===== src/rtl/camera_stream_gen_if.sv =====
// -----------------------------------------------------------------------------
// camera_stream_gen_if
//   Bundles the frame-buffer read bus and the OV7670-style parallel video
//   output of camera_stream_gen.
//
//   mem_rd_en   : one-cycle read strobe towards the frame buffer
//   mem_addr    : linear pixel index being read (17 bits)
//   mem_rd_data : RGB565 word returned the cycle after mem_rd_en
//   vsync       : frame sync
//   href        : line valid
//   p_data      : pixel byte, high byte of each pixel first
//
//   master : the stream generator (drives strobe/address/video)
//   slave  : the RAM plus video sink (returns read data, observes video)
// -----------------------------------------------------------------------------
interface camera_stream_gen_if;
   logic        mem_rd_en;
   logic [16:0] mem_addr;
   logic [15:0] mem_rd_data;
   logic        vsync;
   logic        href;
   logic [7:0]  p_data;

   modport master (
      output mem_rd_en,
      output mem_addr,
      input  mem_rd_data,
      output vsync,
      output href,
      output p_data
   );

   modport slave (
      input  mem_rd_en,
      input  mem_addr,
      output mem_rd_data,
      input  vsync,
      input  href,
      input  p_data
   );
endinterface


===== src/rtl/camera_stream_gen.sv =====
// -----------------------------------------------------------------------------
// camera_stream_gen
//   Emulates the OV7670 parallel output (vsync / href / p_data) by streaming
//   a 16-bit RGB565 frame buffer.  Pixels are fetched from a synchronous RAM
//   in linear order and serialised as two bytes, high byte first, with
//   frame and line blanking set by parameters.
//
//   Ports:
//     p_clock    : pixel clock, all logic on the rising edge
//     reset      : asynchronous, active-high
//     start      : sampled only in IDLE; begins a frame
//     continuous : sampled in the last V_FRONT cycle; 1 = chain next frame
//     busy       : high in every state except IDLE
//     frame_done : one-cycle pulse in the last V_FRONT cycle
//     bus        : frame-buffer read bus and video outputs (master side)
//
//   Legal parameters: H_BLANK >= 2, V_BACK >= 2, VSYNC_LEN >= 1,
//   V_FRONT >= 1, H_ACTIVE*V_ACTIVE <= 2**17.
// -----------------------------------------------------------------------------
module camera_stream_gen #(
   parameter int H_ACTIVE  = 320,
   parameter int V_ACTIVE  = 240,
   parameter int H_BLANK   = 144,
   parameter int VSYNC_LEN = 3,
   parameter int V_BACK    = 17,
   parameter int V_FRONT   = 10
) (
   input  logic                       p_clock,
   input  logic                       reset,
   input  logic                       start,
   input  logic                       continuous,
   output logic                       busy,
   output logic                       frame_done,
   camera_stream_gen_if.master        bus
);

   function automatic int max2(input int a, input int b);
      return (a > b) ? a : b;
   endfunction

   localparam int LINE_LEN = 2 * H_ACTIVE;
   localparam int CNT_MAX  = max2(max2(LINE_LEN, H_BLANK),
                                  max2(max2(VSYNC_LEN, V_BACK), V_FRONT));
   localparam int CW       = $clog2(CNT_MAX + 1);
   localparam int LW       = max2($clog2(V_ACTIVE + 1), 1);

   localparam logic [CW-1:0] VSYNC_LAST  = CW'(VSYNC_LEN - 1);
   localparam logic [CW-1:0] VBACK_LAST  = CW'(V_BACK - 1);
   localparam logic [CW-1:0] ACTIVE_LAST = CW'(LINE_LEN - 1);
   localparam logic [CW-1:0] HBLANK_LAST = CW'(H_BLANK - 1);
   localparam logic [CW-1:0] VFRONT_LAST = CW'(V_FRONT - 1);
   // Fetches lead each high byte by two cycles, so the first fetch of a
   // line sits in the second-to-last blanking cycle.
   localparam logic [CW-1:0] VBACK_FETCH  = CW'(V_BACK - 2);
   localparam logic [CW-1:0] HBLANK_FETCH = CW'(H_BLANK - 2);
   // Inside a line, fetches for the remaining pixels happen on even byte
   // slots strictly below LINE_LEN-2.
   localparam logic [CW-1:0] ACTIVE_FETCH_LIMIT = CW'(LINE_LEN - 2);
   localparam logic [LW-1:0] LINE_LAST   = LW'(V_ACTIVE - 1);

   typedef enum logic [2:0] {
      ST_IDLE,
      ST_VSYNC,
      ST_VBACK,
      ST_ACTIVE,
      ST_HBLANK,
      ST_VFRONT
   } state_t;

   state_t          state_reg, state_next;
   logic [CW-1:0]   cnt_reg,   cnt_next;
   logic [LW-1:0]   line_reg,  line_next;
   // One bit wider than the address so the post-frame increment cannot wrap.
   logic [17:0]     idx_reg;
   logic [16:0]     addr_reg;
   logic            rd_en_reg;
   logic            vsync_reg, href_reg, busy_reg, frame_done_reg;
   logic [7:0]      p_data_reg;
   logic [7:0]      lo_byte_reg;

   logic            vsync_next, href_next, busy_next, done_next, fetch_next;

   // -------------------------------------------------------------------------
   // Next-state logic: cnt counts cycles inside the current state.
   // -------------------------------------------------------------------------
   always_comb begin
      state_next = state_reg;
      cnt_next   = cnt_reg;
      line_next  = line_reg;
      unique case (state_reg)
         ST_IDLE: begin
            if (start) begin
               state_next = ST_VSYNC;
               cnt_next   = '0;
            end
         end
         ST_VSYNC: begin
            if (cnt_reg == VSYNC_LAST) begin
               state_next = ST_VBACK;
               cnt_next   = '0;
               line_next  = '0;
            end else begin
               cnt_next = cnt_reg + CW'(1);
            end
         end
         ST_VBACK: begin
            if (cnt_reg == VBACK_LAST) begin
               state_next = ST_ACTIVE;
               cnt_next   = '0;
            end else begin
               cnt_next = cnt_reg + CW'(1);
            end
         end
         ST_ACTIVE: begin
            if (cnt_reg == ACTIVE_LAST) begin
               state_next = ST_HBLANK;
               cnt_next   = '0;
            end else begin
               cnt_next = cnt_reg + CW'(1);
            end
         end
         ST_HBLANK: begin
            if (cnt_reg == HBLANK_LAST) begin
               cnt_next = '0;
               if (line_reg == LINE_LAST) begin
                  state_next = ST_VFRONT;
               end else begin
                  state_next = ST_ACTIVE;
                  line_next  = line_reg + LW'(1);
               end
            end else begin
               cnt_next = cnt_reg + CW'(1);
            end
         end
         ST_VFRONT: begin
            if (cnt_reg == VFRONT_LAST) begin
               cnt_next   = '0;
               state_next = continuous ? ST_VSYNC : ST_IDLE;
            end else begin
               cnt_next = cnt_reg + CW'(1);
            end
         end
         default: begin
            state_next = ST_IDLE;
            cnt_next   = '0;
            line_next  = '0;
         end
      endcase
   end

   // -------------------------------------------------------------------------
   // Output decode.  Every output is registered from the *next* state, so the
   // registered outputs line up exactly with the state they describe.
   // -------------------------------------------------------------------------
   always_comb begin
      vsync_next = (state_next == ST_VSYNC);
      href_next  = (state_next == ST_ACTIVE);
      busy_next  = (state_next != ST_IDLE);
      done_next  = (state_next == ST_VFRONT) && (cnt_next == VFRONT_LAST);
      fetch_next = 1'b0;
      if ((state_next == ST_VBACK) && (cnt_next == VBACK_FETCH)) begin
         fetch_next = 1'b1;
      end
      if ((state_next == ST_HBLANK) && (cnt_next == HBLANK_FETCH) &&
          (line_next != LINE_LAST)) begin
         fetch_next = 1'b1;
      end
      if ((state_next == ST_ACTIVE) && !cnt_next[0] &&
          (cnt_next < ACTIVE_FETCH_LIMIT)) begin
         fetch_next = 1'b1;
      end
   end

   // -------------------------------------------------------------------------
   // State and output registers.
   // -------------------------------------------------------------------------
   always_ff @(posedge p_clock or posedge reset) begin
      if (reset) begin
         state_reg      <= ST_IDLE;
         cnt_reg        <= '0;
         line_reg       <= '0;
         idx_reg        <= '0;
         addr_reg       <= '0;
         rd_en_reg      <= 1'b0;
         vsync_reg      <= 1'b0;
         href_reg       <= 1'b0;
         busy_reg       <= 1'b0;
         frame_done_reg <= 1'b0;
         p_data_reg     <= 8'h00;
         lo_byte_reg    <= 8'h00;
      end else begin
         state_reg      <= state_next;
         cnt_reg        <= cnt_next;
         line_reg       <= line_next;
         vsync_reg      <= vsync_next;
         href_reg       <= href_next;
         busy_reg       <= busy_next;
         frame_done_reg <= done_next;
         rd_en_reg      <= fetch_next;

         if (state_next == ST_VSYNC) begin
            idx_reg  <= '0;
            addr_reg <= '0;
         end else if (fetch_next) begin
            addr_reg <= idx_reg[16:0];
            idx_reg  <= idx_reg + 18'd1;
         end

         // RAM data is valid the cycle before its high-byte slot; the low
         // byte is parked so it can follow one cycle later.
         if (href_next) begin
            if (!cnt_next[0]) begin
               p_data_reg  <= bus.mem_rd_data[15:8];
               lo_byte_reg <= bus.mem_rd_data[7:0];
            end else begin
               p_data_reg  <= lo_byte_reg;
            end
         end else begin
            p_data_reg <= 8'h00;
         end
      end
   end

   assign bus.mem_rd_en = rd_en_reg;
   assign bus.mem_addr  = addr_reg;
   assign bus.vsync     = vsync_reg;
   assign bus.href      = href_reg;
   assign bus.p_data    = p_data_reg;
   assign busy          = busy_reg;
   assign frame_done    = frame_done_reg;

endmodule

===== src/flat_wrapper.sv =====
// flat-port wrapper written by rule: the top's interface ports become plain ports
module camera_stream_gen_flat 
#(
   parameter int H_ACTIVE  = 320,
   parameter int V_ACTIVE  = 240,
   parameter int H_BLANK   = 144,
   parameter int VSYNC_LEN = 3,
   parameter int V_BACK    = 17,
   parameter int V_FRONT   = 10
)
  (p_clock, reset, start, continuous, busy, frame_done, bus_mem_rd_en, bus_mem_addr, bus_mem_rd_data, bus_vsync, bus_href, bus_p_data);
  camera_stream_gen_if bus_i ();
  input  logic p_clock;
  input  logic reset;
  input  logic start;
  input  logic continuous;
  output logic busy;
  output logic frame_done;
  output wire logic [$bits(bus_i.mem_rd_en)-1:0] bus_mem_rd_en;
  output wire logic [$bits(bus_i.mem_addr)-1:0] bus_mem_addr;
  input wire logic [$bits(bus_i.mem_rd_data)-1:0] bus_mem_rd_data;
  output wire logic [$bits(bus_i.vsync)-1:0] bus_vsync;
  output wire logic [$bits(bus_i.href)-1:0] bus_href;
  output wire logic [$bits(bus_i.p_data)-1:0] bus_p_data;
  assign bus_mem_rd_en = bus_i.mem_rd_en;
  assign bus_mem_addr = bus_i.mem_addr;
  assign bus_i.mem_rd_data = bus_mem_rd_data;
  assign bus_vsync = bus_i.vsync;
  assign bus_href = bus_i.href;
  assign bus_p_data = bus_i.p_data;
  camera_stream_gen #(.H_ACTIVE(H_ACTIVE), .V_ACTIVE(V_ACTIVE), .H_BLANK(H_BLANK), .VSYNC_LEN(VSYNC_LEN), .V_BACK(V_BACK), .V_FRONT(V_FRONT)) u_core (.p_clock(p_clock), .reset(reset), .start(start), .continuous(continuous), .busy(busy), .frame_done(frame_done), .bus(bus_i));
endmodule

===== config.mk =====
export PLATFORM = sky130hd
export DESIGN_NAME = camera_stream_gen_flat
export DESIGN_NICKNAME = d
export VERILOG_FILES = /design/src/rtl/camera_stream_gen_if.sv /design/src/rtl/camera_stream_gen.sv /design/src/flat_wrapper.sv
export SDC_FILE = /design/constraint.sdc
export NUM_CORES = 1
export LEC_CHECK = 0
export CORE_MARGIN = 2
export CORE_UTILIZATION = 47
export DETAILED_ROUTE_END_ITERATION = 8
export PLACE_DENSITY = 0.72
export SYNTH_ARGS = -nofsm -noshare
export SYNTH_HDL_FRONTEND = slang
export SYNTH_SLANG_ARGS = --single-unit
export TNS_END_PERCENT = 50

===== constraint.sdc =====
create_clock -name p_clock -period 5.97 [get_ports p_clock]
set_input_delay 0.8955 -clock p_clock [delete_from_list [all_inputs] [get_ports p_clock]]
set_output_delay 0.8955 -clock p_clock [all_outputs]
set_load 0.005 [all_outputs]

==> results.yml <==
outcome:
  run_status: "complete, no violations"
sta:
  finalCritPeriodShare: 0.7875
  min_period_ps: 4701
  slew_viol_final: 0
  fin_setup_tns_ps: 0
  setup_slack_ps: 1269
  skew_ps: 10.61
  whs_ps: 513.2
  fmax_mhz: 212.7
  relSlewSlack: 0.3132
  setup_viol_count_final: 0
  worstMarginPinSlew_ps: 1028
  grt_setup_unrepaired: "no"
  hold_violations: 0
final_layout:
  area_growth_pct: 17.84
  drive_above_1_share: 0.08180
  final_cell_mix: "92 x nand2_1, 76 x dfrtp_1, 49 x clkdlybuf4s50_1, 38 x o21ai_0, 21 x a21oi_1"
  utilization: 0.5735
  final_common_cell: "nand2_1"
  fin_nets: 510
  stdcell_area_mm2: 0.004736
  diodes: 0
  fill_cells: 759
cts:
  cts_root_buffer: "clkbuf_8"
  insertion_delay_ps: 340
  cts_made_buffers: 9
  post_cts_buffers: 0
  clk_pin_slew_ps: 80
  h-tree-depth: 3
  tritoncts: "done"
  cts.sinks: 76
  cts_resized: 0
  cts_buffer_depth: 2
  cts_hold_buf: 0
placed_design:
  portBuffers: 49
  dpl_worst_slack_ps: 1217
  place_congestion: 0.9051
  detailed_place.area_mm2: 0.004544
  hpwl_um: 6531
flow_run:
  max_cap_violations: 0
synth:
  syn_inst: 445
  syn_avg_cell_area_um2: 9.031
  seq_area_frac_synth: 0.4732
  syn_nets: 471
  async_flop_share: 1.000
  synth_area_mm2: 0.004019
  synth_cell_types: 62
  synth_edf_count: 0
  synth_ff_type: "dfrtp_1"
  yosysWarningCount: 0
  ys_ff_latch: 76
floorplanning:
  start_util: 0.4867
  die_area_mm2: 0.009306
  core-area_mm2: 0.008258
  std_cell_rows: 33
  fp.dieH_um: 96.47
  die_w_um: 96.47
  num_io_pins: 50
global_route:
  grt_max_degree: 77
  antenna_found_initial: 0
  grt_pass1_wl_um: 15270
  grt_pass1_vias: 3229
  grt.overflow.total: 0
  grtUsageTotal: 0.2118
drt:
  routedWlPerCell_um: 15.72
  wl_um: 9336
  drt-pass1-iter-count: 5
  vias: 3446
  drt_first_iter_violations: 312
  drc_errors: 0
  drtAntennaViolNets: 0
  viasPerCell: 5.801
worst_setup_path:
  critical_path_class: "reg -> reg"
  cp-end-kind: "register"
  critPathRequiredTime_ps: 6210
  worstPathArrival_ps: 4940
  slowest_delay_ps: 590
  critPathSlowestCell: "nor2_1"
  cp_max_fo: 54
  worstPathCellList: "ha_1 > and3_1 > a41oi_1 > nor3_1 > nand2_1 > a21boi_2 > inv_2 > nor2_1 > o311ai_0 > o21a_2 > clkinv_2 > a31oi_1 > a41o_1"
  cp-start-kind: "register"
power_and_ir_drop:
  leakagePower_nw: 2.083
  max-vdd-ir-drop_mv: 0.1159
  power_per_cell_area_mw_per_mm2: 195.8
hold_path:
  hold_path_class: "reg -> reg"
## final timing paths
check	startpoint	to	slack [ps]	depth (start not counted)
max reg2reg	u_core.cnt_reg[0]$_DFF_PP0_	u_core.idx_reg[12]$_DFFE_PP0P_	1270	13
min	u_core.lo_byte_reg[3]$_DFFE_PP0P_	u_core.lo_byte_reg[3]$_DFFE_PP0P_	510	1
min in group asynchronous	reset	u_core.idx_reg[11]$_DFFE_PP0P_	1160	3
max in group asynchronous	reset	u_core.idx_reg[7]$_DFFE_PP0P_	4210	3
min reg2reg	u_core.lo_byte_reg[3]$_DFFE_PP0P_	u_core.lo_byte_reg[3]$_DFFE_PP0P_	510	1
max	u_core.cnt_reg[0]$_DFF_PP0_	u_core.idx_reg[12]$_DFFE_PP0P_	1270	13
## cells in the mapped netlist, drive strengths merged (2+ instances only)
library cell	count	area [µm²]
nor4	4	55.05
nand2	92	345.3
and2	3	18.77
o22ai	6	37.54
a41o	2	20.02
mux2	9	101.4
o211ai	4	30.03
buf	12	72.57
nor3	9	50.05
a21boi	2	18.77
nand3	19	95.09
a21oi	21	105.1
and3	10	62.56
nor3b	2	15.01
or4	3	22.52
nor2	17	63.81
ha	6	75.07
nor2b	2	12.51
xor2	2	17.52
nand4b	3	26.28
clkbuf	12	46.29
nand4	12	75.07
and4	2	17.52
or2	4	25.03
a21o	2	15.01
inv	16	60.06
nand2b	9	56.30
o21ai	38	190.2
mux2i	8	80.08
or3	4	25.02
a31o	2	17.52
dfrtp	76	1902
a22oi	2	15.01
o21a	3	23.77
a31oi	5	31.28
xnor2	4	35.03
## kinds of logic after synthesis
kind of cell	Yosys count	synth area share
AOI/OAI and AO/OA	101	0.1569
xor gates and xnor gates	6	0.01308
adders and majority gates	6	0.01868
buffers and inverters	41	0.04576
DFF	76	0.4732
muxes	17	0.04514
and+or+nand+nor	198	0.2472
## metrics by stage
| step | cells | power [W] |
|---|---|---|
| after floorplan | 445 | 0.0005377 |
| after global placement | 578 | 0.0005548 |
| after detailed placement | 578 | 0.0005552 |
| after CTS | 594 | 0.0009399 |
| after global routing | 594 | 0.0009672 |
| final | 594 | 0.0009272 |
## worst max-delay path, delay by kind of cell (launching register included)
family | cells | cell delay, ps
and+or+nand+nor | 4 | 1530
DFF | 1 | 510
AOI/OAI and AO/OA | 6 | 1620
adders and majority gates | 1 | 300
buffers and inverters | 2 | 620
## layer usage
layer	GRT usage	part of all wire	vias to the layer above
li1	-	-	1653
met1	0.2903	0.46	1664
met2	0.3391	0.48	122
met3	0.04500	0.053	7
met4	0.06455	0.0091	0
met5	0	0	-
## layout make-up
class	instances	area (µm²)	area share
well taps	105	131.4	0.02774
repair buffers	52	513.0	0.1083
flip-flops and latches	76	1902	0.4016
clock buffers	10	127.6	0.02695
inverters	17	65.06	0.01374
clock inverters	6	63.81	0.01347
multi-input cells	328	1933	0.4082
## power breakdown
group	total (W)	switching, W	internal [W]
sequential	0.000517	0.00000190	0.000515
combinational	0.0000272	0.0000141	0.0000131
clock	0.000383	0.000190	0.000193
No activity file was read; power rests on OpenSTA's default activity.
